==> src/rtl/disp_scan_mux_pkg.sv <==
// disp_scan_mux_pkg
// Shared constants and elaboration-time helpers for the 7-segment scan
// multiplexer (disp_scan_mux) and its slot timer.
//   NIB_W         : width of one displayed hex digit
//   AN_OFF/DP_OFF : inactive levels of the active-low anode and dp drives
//   params_legal  : parameter legality test used at elaboration
//   idx_w         : index width for a count of n items (never below 1)
package disp_scan_mux_pkg;

    localparam int   NIB_W  = 4;
    localparam logic AN_OFF = 1'b1;
    localparam logic DP_OFF = 1'b1;

    function automatic bit params_legal(input int n_dig,
                                        input int refresh_div,
                                        input int blank_cyc);
        return (n_dig >= 1) && (n_dig <= 8) &&
               (refresh_div >= 2) &&
               (blank_cyc >= 0) && (blank_cyc < refresh_div);
    endfunction

    function automatic int idx_w(input int n);
        return (n > 1) ? $clog2(n) : 1;
    endfunction

endpackage

==> src/rtl/disp_scan_mux_scan_timer.sv <==
// disp_scan_mux_scan_timer
// Slot timer for the display scan. A divider counts REFRESH_DIV cycles per
// digit slot; each divider wrap advances the slot, wrapping after the last
// digit.
//   clk_i       : system clock, rising edge
//   rst_i       : asynchronous active-high reset
//   slot_o      : digit currently being scanned
//   in_guard_o  : 1 during the first BLANK_CYC cycles of a slot
//   boundary_o  : 1 on the last cycle of the last slot (end of frame)
module disp_scan_mux_scan_timer
    import disp_scan_mux_pkg::*;
#(
    parameter int N_DIG       = 4,
    parameter int REFRESH_DIV = 50000,
    parameter int BLANK_CYC   = 500,
    parameter int SLOT_W      = idx_w(N_DIG)
) (
    input  logic              clk_i,
    input  logic              rst_i,
    output logic [SLOT_W-1:0] slot_o,
    output logic              in_guard_o,
    output logic              boundary_o
);

    localparam int CNT_W = idx_w(REFRESH_DIV);

    localparam logic [CNT_W-1:0]  DIV_LAST  = CNT_W'(REFRESH_DIV - 1);
    localparam logic [CNT_W-1:0]  GUARD_END = CNT_W'(BLANK_CYC);
    localparam logic [SLOT_W-1:0] SLOT_LAST = SLOT_W'(N_DIG - 1);

    logic [CNT_W-1:0]  div_cnt_q, div_cnt_d;
    logic [SLOT_W-1:0] slot_q, slot_d;
    logic              div_wrap_s;

    // Next-state for the divider and the slot index.
    always_comb begin
        div_wrap_s = (div_cnt_q == DIV_LAST);
        div_cnt_d  = div_cnt_q;
        slot_d     = slot_q;
        if (div_wrap_s) begin
            div_cnt_d = {CNT_W{1'b0}};
            if (slot_q == SLOT_LAST) begin
                slot_d = {SLOT_W{1'b0}};
            end else begin
                slot_d = slot_q + SLOT_W'(1);
            end
        end else begin
            div_cnt_d = div_cnt_q + CNT_W'(1);
            slot_d    = slot_q;
        end
    end

    // Divider and slot registers.
    always_ff @(posedge clk_i or posedge rst_i) begin
        if (rst_i) begin
            div_cnt_q <= {CNT_W{1'b0}};
            slot_q    <= {SLOT_W{1'b0}};
        end else begin
            div_cnt_q <= div_cnt_d;
            slot_q    <= slot_d;
        end
    end

    assign slot_o     = slot_q;
    assign in_guard_o = (div_cnt_q < GUARD_END);
    assign boundary_o = div_wrap_s && (slot_q == SLOT_LAST);

endmodule

==> src/rtl/disp_scan_mux.sv <==
// disp_scan_mux
// Time-multiplexed scan controller for an N_DIG-digit common-anode 7-segment
// display. A double-buffered value (pending -> display at each frame end)
// is scanned one digit per slot; each slot starts with a blank guard to
// avoid ghosting, and leading zeros can be suppressed. All outputs are
// registered and lag the scan state by one cycle.
//   clk_i, rst_i     : clock, asynchronous active-high reset
//   load_i           : one-cycle strobe capturing data_in_i/dp_in_i
//   data_in_i        : nibble i = digit i, digit 0 rightmost
//   dp_in_i          : per-digit decimal point request, 1 = lit
//   lz_blank_en_i    : 1 = suppress leading zeros
//   dig_o            : nibble of the scanned digit, to the segment decoder
//   an_o             : active-low anode enables, one-hot-low or all high
//   dp_o             : active-low decimal point segment
//   frame_tick_o     : one-cycle pulse on the cycle after each frame end
module disp_scan_mux
    import disp_scan_mux_pkg::*;
#(
    parameter int N_DIG       = 4,
    parameter int REFRESH_DIV = 50000,
    parameter int BLANK_CYC   = 500
) (
    input  logic                   clk_i,
    input  logic                   rst_i,
    input  logic                   load_i,
    input  logic [NIB_W*N_DIG-1:0] data_in_i,
    input  logic [N_DIG-1:0]       dp_in_i,
    input  logic                   lz_blank_en_i,
    output logic [NIB_W-1:0]       dig_o,
    output logic [N_DIG-1:0]       an_o,
    output logic                   dp_o,
    output logic                   frame_tick_o
);

    localparam int DW     = NIB_W * N_DIG;
    localparam int SLOT_W = idx_w(N_DIG);

    if (!params_legal(N_DIG, REFRESH_DIV, BLANK_CYC)) begin : g_bad_params
        $error("disp_scan_mux: need 1<=N_DIG<=8, REFRESH_DIV>=2, 0<=BLANK_CYC<REFRESH_DIV");
    end

    logic [SLOT_W-1:0] slot_s;
    logic              in_guard_s;
    logic              boundary_s;

    disp_scan_mux_scan_timer #(
        .N_DIG       (N_DIG),
        .REFRESH_DIV (REFRESH_DIV),
        .BLANK_CYC   (BLANK_CYC),
        .SLOT_W      (SLOT_W)
    ) u_scan_timer (
        .clk_i      (clk_i),
        .rst_i      (rst_i),
        .slot_o     (slot_s),
        .in_guard_o (in_guard_s),
        .boundary_o (boundary_s)
    );

    logic [DW-1:0]    pend_data_q, pend_data_d;
    logic [N_DIG-1:0] pend_dp_q, pend_dp_d;
    logic [DW-1:0]    disp_data_q, disp_data_d;
    logic [N_DIG-1:0] disp_dp_q, disp_dp_d;

    logic [NIB_W-1:0] nib_s [N_DIG];
    logic [N_DIG-1:0] blank_s;
    logic             lit_s;

    logic [NIB_W-1:0] dig_q, dig_d;
    logic [N_DIG-1:0] an_q, an_d;
    logic             dp_q, dp_d;
    logic             frame_tick_q, frame_tick_d;

    // Digit i is a leading zero when it and every more-significant nibble
    // are zero; digit 0 always shows so a zero value is still visible.
    for (genvar g = 0; g < N_DIG; g++) begin : g_digit
        assign nib_s[g] = disp_data_q[g*NIB_W +: NIB_W];
        if (g == 0) begin : g_lsd
            assign blank_s[g] = 1'b0;
        end else begin : g_upper
            assign blank_s[g] = lz_blank_en_i &
                                ~(|disp_data_q[DW-1:g*NIB_W]);
        end
    end

    // Pending capture and frame-synchronous transfer to the display buffer.
    // A load on the frame-end cycle goes straight to the display so it is
    // not delayed a whole frame.
    always_comb begin
        pend_data_d = pend_data_q;
        pend_dp_d   = pend_dp_q;
        disp_data_d = disp_data_q;
        disp_dp_d   = disp_dp_q;
        if (load_i) begin
            pend_data_d = data_in_i;
            pend_dp_d   = dp_in_i;
        end else begin
            pend_data_d = pend_data_q;
            pend_dp_d   = pend_dp_q;
        end
        if (boundary_s) begin
            if (load_i) begin
                disp_data_d = data_in_i;
                disp_dp_d   = dp_in_i;
            end else begin
                disp_data_d = pend_data_q;
                disp_dp_d   = pend_dp_q;
            end
        end else begin
            disp_data_d = disp_data_q;
            disp_dp_d   = disp_dp_q;
        end
    end

    // Pending and display buffer registers.
    always_ff @(posedge clk_i or posedge rst_i) begin
        if (rst_i) begin
            pend_data_q <= {DW{1'b0}};
            pend_dp_q   <= {N_DIG{1'b0}};
            disp_data_q <= {DW{1'b0}};
            disp_dp_q   <= {N_DIG{1'b0}};
        end else begin
            pend_data_q <= pend_data_d;
            pend_dp_q   <= pend_dp_d;
            disp_data_q <= disp_data_d;
            disp_dp_q   <= disp_dp_d;
        end
    end

    // Output decode for the current slot; only one anode can ever be driven.
    always_comb begin
        lit_s        = ~in_guard_s & ~blank_s[slot_s];
        dig_d        = nib_s[slot_s];
        an_d         = {N_DIG{AN_OFF}};
        dp_d         = DP_OFF;
        frame_tick_d = boundary_s;
        if (lit_s) begin
            an_d[slot_s] = ~AN_OFF;
            dp_d         = ~disp_dp_q[slot_s];
        end else begin
            an_d = {N_DIG{AN_OFF}};
            dp_d = DP_OFF;
        end
    end

    // Output registers.
    always_ff @(posedge clk_i or posedge rst_i) begin
        if (rst_i) begin
            dig_q        <= {NIB_W{1'b0}};
            an_q         <= {N_DIG{AN_OFF}};
            dp_q         <= DP_OFF;
            frame_tick_q <= 1'b0;
        end else begin
            dig_q        <= dig_d;
            an_q         <= an_d;
            dp_q         <= dp_d;
            frame_tick_q <= frame_tick_d;
        end
    end

    assign dig_o        = dig_q;
    assign an_o         = an_q;
    assign dp_o         = dp_q;
    assign frame_tick_o = frame_tick_q;

endmodule
==> config.mk <==
export PLATFORM = sky130hd
export DESIGN_NAME = disp_scan_mux
export DESIGN_NICKNAME = d
export VERILOG_FILES = /design/src/rtl/disp_scan_mux_pkg.sv /design/src/rtl/disp_scan_mux_scan_timer.sv /design/src/rtl/disp_scan_mux.sv
export SDC_FILE = /design/constraint.sdc
export NUM_CORES = 1
export LEC_CHECK = 0
export ABC_AREA = 1
export CORE_ASPECT_RATIO = 0.6
export CORE_MARGIN = 2
export CORE_UTILIZATION = 51
export CTS_CLUSTER_DIAMETER = 120
export CTS_CLUSTER_SIZE = 24
export DETAILED_ROUTE_END_ITERATION = 10
export GPL_TIMING_DRIVEN = 0
export PLACE_DENSITY = 0.73
export SYNTH_ARGS = -nofsm -noshare
export SYNTH_HDL_FRONTEND = slang
export SYNTH_SLANG_ARGS = --single-unit
==> constraint.sdc <==
create_clock -name clk_i -period 1.9 [get_ports clk_i]
set_clock_uncertainty 0.05 [all_clocks]
set_input_delay 0.285 -clock clk_i [delete_from_list [all_inputs] [get_ports clk_i]]
set_output_delay 0.285 -clock clk_i [all_outputs]
set_load 0.005 [all_outputs]
* Yosys cells after proc, flatten, opt, wreduce, memory -nomap -nowiden
Cells that the tools add are included.
** Word-level totals
- Flip-flop bits (word level) :: 68
- Latch bits :: 0
- Bits in writable memories :: 0
- Memory bits (read-only) :: 0
- Bits of input ports :: 24
- Output and inout bits :: 10
- Word-level logic and storage cells :: 50
- Memories :: 0
** Cells by class
- $add $sub $neg :: 2
- $mul :: 0
- Divide/modulo/power cells :: 0
- $lt $le $gt $ge :: 4
- Equality and inequality tests :: 2
- Shifts and indexed selects :: 0
- Multiplexer cells :: 15
- Bitwise operators :: 12
- Reduce and logical (&&, ||, !) cells :: 5
** Operators with widths (count)
- 2-to-1 mux 16 bit :: 2
- adder 16 x 1 -> 16 bit (second input constant) :: 1
- == test 16 bit (second input constant) :: 1
- < comparator 16 x 9 -> 1 bit (second input constant) :: 1
- 2-to-1 mux 4 bit :: 4
- OR reduction 12 bit :: 1
- binary-select mux 4 bit (select 2 bit) :: 1
- OR reduction 8 bit :: 1
- NOT 1 bit :: 6
- AND 1 bit :: 4
- binary-select mux 1 bit (select 2 bit) :: 2
- 2-to-1 mux 1 bit :: 4
- NOT 4 bit :: 1
- OR reduction 4 bit :: 1
- >= comparator 3 bit (second input constant) :: 1
- < comparator 2 x 3 -> 1 bit (second input constant) :: 1
- NOT 2 -> 3 bit :: 1
- adder 2 x 1 -> 2 bit (second input constant) :: 1
- demux 1 bit (select 2 bit) :: 1
- == test 2 bit (second input constant) :: 1
- >= comparator 2 x 1 -> 1 bit (second input constant) :: 1
- logical AND 1 bit :: 2
- 2-to-1 mux 2 bit :: 1

* Longest topological paths before layout
- Depth after elaboration :: 8
- Gate-level depth with buffers :: 8
- Gate-level depth less buffers :: 8

* Modules after synthesis
Synthesis repeated with hierarchy kept, for this count alone.
** Unflattened totals
- Cells, all modules :: 333
- Area, all modules :: 2984.1 µm²
** By module, submodules not included
- disp_scan_mux :: instances 1, cells an instance 193, area an instance 1983.2 µm², sequential area each 1257.5 µm²
- disp_scan_mux_scan_timer :: instances 1, cells an instance 140, area an instance 1001.0 µm², sequential area each 450.4 µm²

* Worst setup path before layout
Ideal clock, no wire load.
- Path type :: register to register
- Start point :: reg u_scan_timer.div_cnt_q[0]
- End point :: reg disp_data_q[12]
- Setup time :: 117 ps
- Data arrival time :: 1170 ps
- Required time :: 1733 ps
- Path slack :: 563 ps
- Cell stages (with the launch flop) :: 8
- Buffers on the path :: 1
- Period minus slack after synthesis :: 1337 ps
- Path through :: dfrtp_1 -> ha_1 -> nand3_2 -> nor2_4 -> nand3_4 -> buf_6 -> nand2_1 -> nand2_1
** On the way
- Cells in the longest elaborated chain, start to end :: 2
** Ends and longest elaborated chain
- start, declared :: line disp_scan_mux_scan_timer.sv:31 : logic [CNT_W-1:0] div_cnt_q, div_cnt_d;
- start signal, assigned :: line disp_scan_mux_scan_timer.sv:56 : div_cnt_q <= {CNT_W{1'b0}};
- start signal, assigned :: line disp_scan_mux_scan_timer.sv:59 : div_cnt_q <= div_cnt_d;
- == test 16 bit :: line disp_scan_mux_scan_timer.sv:37 : div_wrap_s = (div_cnt_q == DIV_LAST);
- logical AND 1 bit :: line disp_scan_mux_scan_timer.sv:66 : assign boundary_o = div_wrap_s && (slot_q == SLOT_LAST);
- end signal, assigned :: line disp_scan_mux.sv:119 : disp_data_q <= {DW{1'b0}};
- end signal, assigned :: line disp_scan_mux.sv:124 : disp_data_q <= disp_data_d;
- end, declared :: line disp_scan_mux.sv:61 : logic [DW-1:0] disp_data_q, disp_data_d;
Every way passes these cells.
A chain may end at the register's enable or synchronous reset.

* Worst setup path after layout
- Start point :: reg u_scan_timer.slot_q[1], in the netlist u_scan_timer.slot_o[1]
- End point :: reg disp_dp_q[1]
** On the way
- Cells in the longest elaborated chain, start to end :: 2
** Ends and longest elaborated chain
- start, declared :: line disp_scan_mux_scan_timer.sv:32 : logic [SLOT_W-1:0] slot_q, slot_d;
- start signal, assigned :: line disp_scan_mux_scan_timer.sv:57 : slot_q <= {SLOT_W{1'b0}};
- start signal, assigned :: line disp_scan_mux_scan_timer.sv:60 : slot_q <= slot_d;
- == test 2 bit :: line disp_scan_mux_scan_timer.sv:66
- logical AND 1 bit :: line disp_scan_mux_scan_timer.sv:66
- end signal, assigned :: line disp_scan_mux.sv:120 : disp_dp_q <= {N_DIG{1'b0}};
- end signal, assigned :: line disp_scan_mux.sv:125 : disp_dp_q <= disp_dp_d;
- end, declared :: line disp_scan_mux.sv:62 : logic [N_DIG-1:0] disp_dp_q, disp_dp_d;
Every way passes these cells.

==> results.toml <==
[finish]
area_growth_pct = 20.0
register_area_mm2 = 0.00171
fin_area_mm2 = 0.00380
nNetsFinal = 447
fillers = 519
drive_gt1_share_pct = 9.46
antennaDiodeCount = 0
post-route-util_pct = 62.8
multi_input_area_mm2 = 0.00120

[timing]
finalHoldViolCount = 0
holdWs_ps = 352
max_freq_mhz = 581
fin_crit_sh_pct = 90.6
report.final.slew_viol_count = 0
min_period_ps = 1720
tightest_slew_ps = 820
setup_violations = 0
rsz0062_at_grt = "no"
slew_headroom_pct = 45.2

[synthesis]
netlist_top_cells_count = "nand2_1 (98), dfrtp_1 (63), inv_1 (43)"
async_flop_share_pct = 100
netlist_area_mm2 = 0.00317
yosys.area.top_type_share_pct = 49.7
seq_area_frac_synth_pct = 53.9
ys_ff_latch = 68
yosys_warnings = 0
netlist_top_cells_area = "dfrtp_1 (50%), nand2_1 (12%), o21ai_0 (5.5%), inv_1 (5.1%), nand4_1 (4.9%)"
synthFlopType = "dfrtp_1"
synth-edff-count = 0
yosysTopAreaCell = "dfrtp_1"
yosysMostFrequentCell = "nand2_1"
postSynthCellCount = 374
avgSynthCellArea_um2 = 8.47
syn_nets = 403
ys_types = 27

[detailed_routing]
dr.pass1.iters = 5
vias = 2565
antenna_left = 0
drc = 0
vias_per_cell = 5.06
first_iter_violations = 192
wl_per_cell_um = 13.2
wirelength_um = 6670

[setup_path]
rr_worst_depth = 4
crit_arrival_ps = 1950
crit_fanout = 10
crit_required_ps = 2130
cp_top_family = "flip-flops"
crit_chain = "ha_1 -> clkbuf_1 -> nand4_1 -> nand2_1"
critPathSlowestCell = "dfrtp_1"
path_class = "register to register"
cp_num_buf_inv = 1
setup.worst_path.start_class = "register"
slowest_delay_ps = 520
cp-end-kind = "register"
path_depth = 4

[placement]
dpl_cell_area_mm2 = 0.00362
place_congestion = 0.914
io_buffers = 32
dp_hpwl_um = 4950

[floorplanning]
die_y_um = 65.1
initial_core_util_pct = 52.3
core_mm2 = 0.00606
die_x_um = 106
die_area_mm2 = 0.00688
rows = 22
ios = 34

[clocking]
cts_buffers = 9
cts_root_buffer = "clkbuf_8"
cts_max_level = 3
cts_resized = 0
cts_buffer_depth = 2
cts_tree = "yes"
clk-insertion-delay-late_ps = 340
ctsHoldBuffers = 0
cts.clk_slew.worst_paths_ps = 70
cts_setup_buffers = 0
clkSinkCount = 68

[grt]
antenna_found_initial = 0
grt_util_all_layers_pct = 22.5
grt_max_degree = 39
grt_overflow = 0
grt_first_pass_wirelength_um = 11700
grt_pass1_vias = 2374

[flow_run]
cap_violations = 0

[run_status]
status = "completed"

[hold_path]
holdPathStages = 3
hp-class = "input pin to register"

[pwr]
ir_worst_vdd_mv = 0.400
powerDensity_mw_per_mm2 = 723
p_total_mw = 2.75
p_leak_nw = 1.74
-- placed cells by master, fill, tap and decap left out --
cell type	n
buf_1	1
clkinvlp_4	2
inv_1	42
a21oi_1	3
buf_12	1
ha_1	5
xor2_1	5
o21ai_1	1
clkbuf_8	9
buf_2	1
nor2_1	41
dfrtp_1	63
buf_6	4
nor3_1	4
clkinv_2	3
inv_2	2
nand3_2	2
clkdlybuf4s50_1	32
o21ai_0	35
nor2_2	3
clkbuf_1	8
o211ai_1	1
nand2_1	98
buf_4	2
nand3_1	14
nand2_2	2
dfstp_2	5
nand4_1	25
bufinv_16	1
nand3_4	1
o22ai_1	4
nor2_4	2
nand3b_1	1
-- flip-flops by register name (all words and copies together), names as in the netlist --
name                    flops
an_o                        4
dig_o                       4
disp_data_q                16
disp_dp_q                   4
dp_o                        1
frame_tick_o                1
pend_data_q                16
pend_dp_q                   4
u_scan_timer.div_cnt_q     16
u_scan_timer.slot_o         2
-- per-layer routing --
layer	track usage (%)	wire length [um]
met1	34.9	3560
met2	29.7	2550
met4	4.93	53
met3	7.95	509
met5	0	0
-- tightest hold or removal path: cells and delay by family --
kind                   cells  cell delay [ps]
buffers and inverters      1              200
AO/OA/AOI/OAI              1              100
AND/OR/NAND/NOR            1              100
-- power by group --
part           leakage (nW)  internal [mW]  switching, mW  total (mW)
combinational         0.887         0.0624         0.0811       0.144
sequential            0.756           1.49         0.0103        1.50
clock                0.0931          0.599          0.512        1.11
total                  1.74           2.15          0.603        2.75
-- final timing paths --
path / slack (ps) / endpoint / from
max: 180 / disp_dp_q[1]$_DFFE_PP0P_ / u_scan_timer.slot_o[1]$_DFFE_PP0N_
min: 350 / pend_dp_q[0]$_DFF_PP0_ / load_i
max reg2reg: 180 / disp_dp_q[1]$_DFFE_PP0P_ / u_scan_timer.slot_o[1]$_DFFE_PP0N_
min reg2reg: 430 / disp_data_q[5]$_DFFE_PP0P_ / disp_data_q[5]$_DFFE_PP0P_
max in group asynchronous: 730 / dp_o$_DFF_PP1_ / rst_i
min in group asynchronous: 400 / u_scan_timer.div_cnt_q[12]$_DFF_PP0_ / rst_i
-- kinds of logic (layout without fill, tap and decap cells) --
group                    count (synthesis)  count (layout)  share of synthesized area [%]
AO/OA/AOI/OAI                           44              44                           7.18
XOR/XNOR                                 5               5                           1.38
adder cells (fa/ha/maj)                  5               5                           1.97
buffers and inverters                   59             108                           8.21
flip-flops                              68              68                           53.9
AND/OR/NAND/NOR                        193             193                           27.4
-- per-stage QoR --
stage               setup TNS, ps  instances  worst slack (ps)
finish                          0        507               178
detailed placement              0        491               224
global placement            -1140        490             -22.0
global route                    0        507              55.1
floorplan                       0        374               563
CTS                             0        507               193
-- layout make-up --
| type | count | share of cell area [%] |
|---|---|---|
| plain buffers | 14 | 2.40 |
| clock buffers | 11 | 3.46 |
| repair buffers | 33 | 8.95 |
| multi-input cells | 247 | 31.6 |
| inverters | 45 | 4.54 |
| clock inverters | 5 | 1.38 |
| flip-flops and latches | 68 | 44.9 |
| well taps | 84 | 2.76 |
No activity file was read; power rests on OpenSTA's default activity.
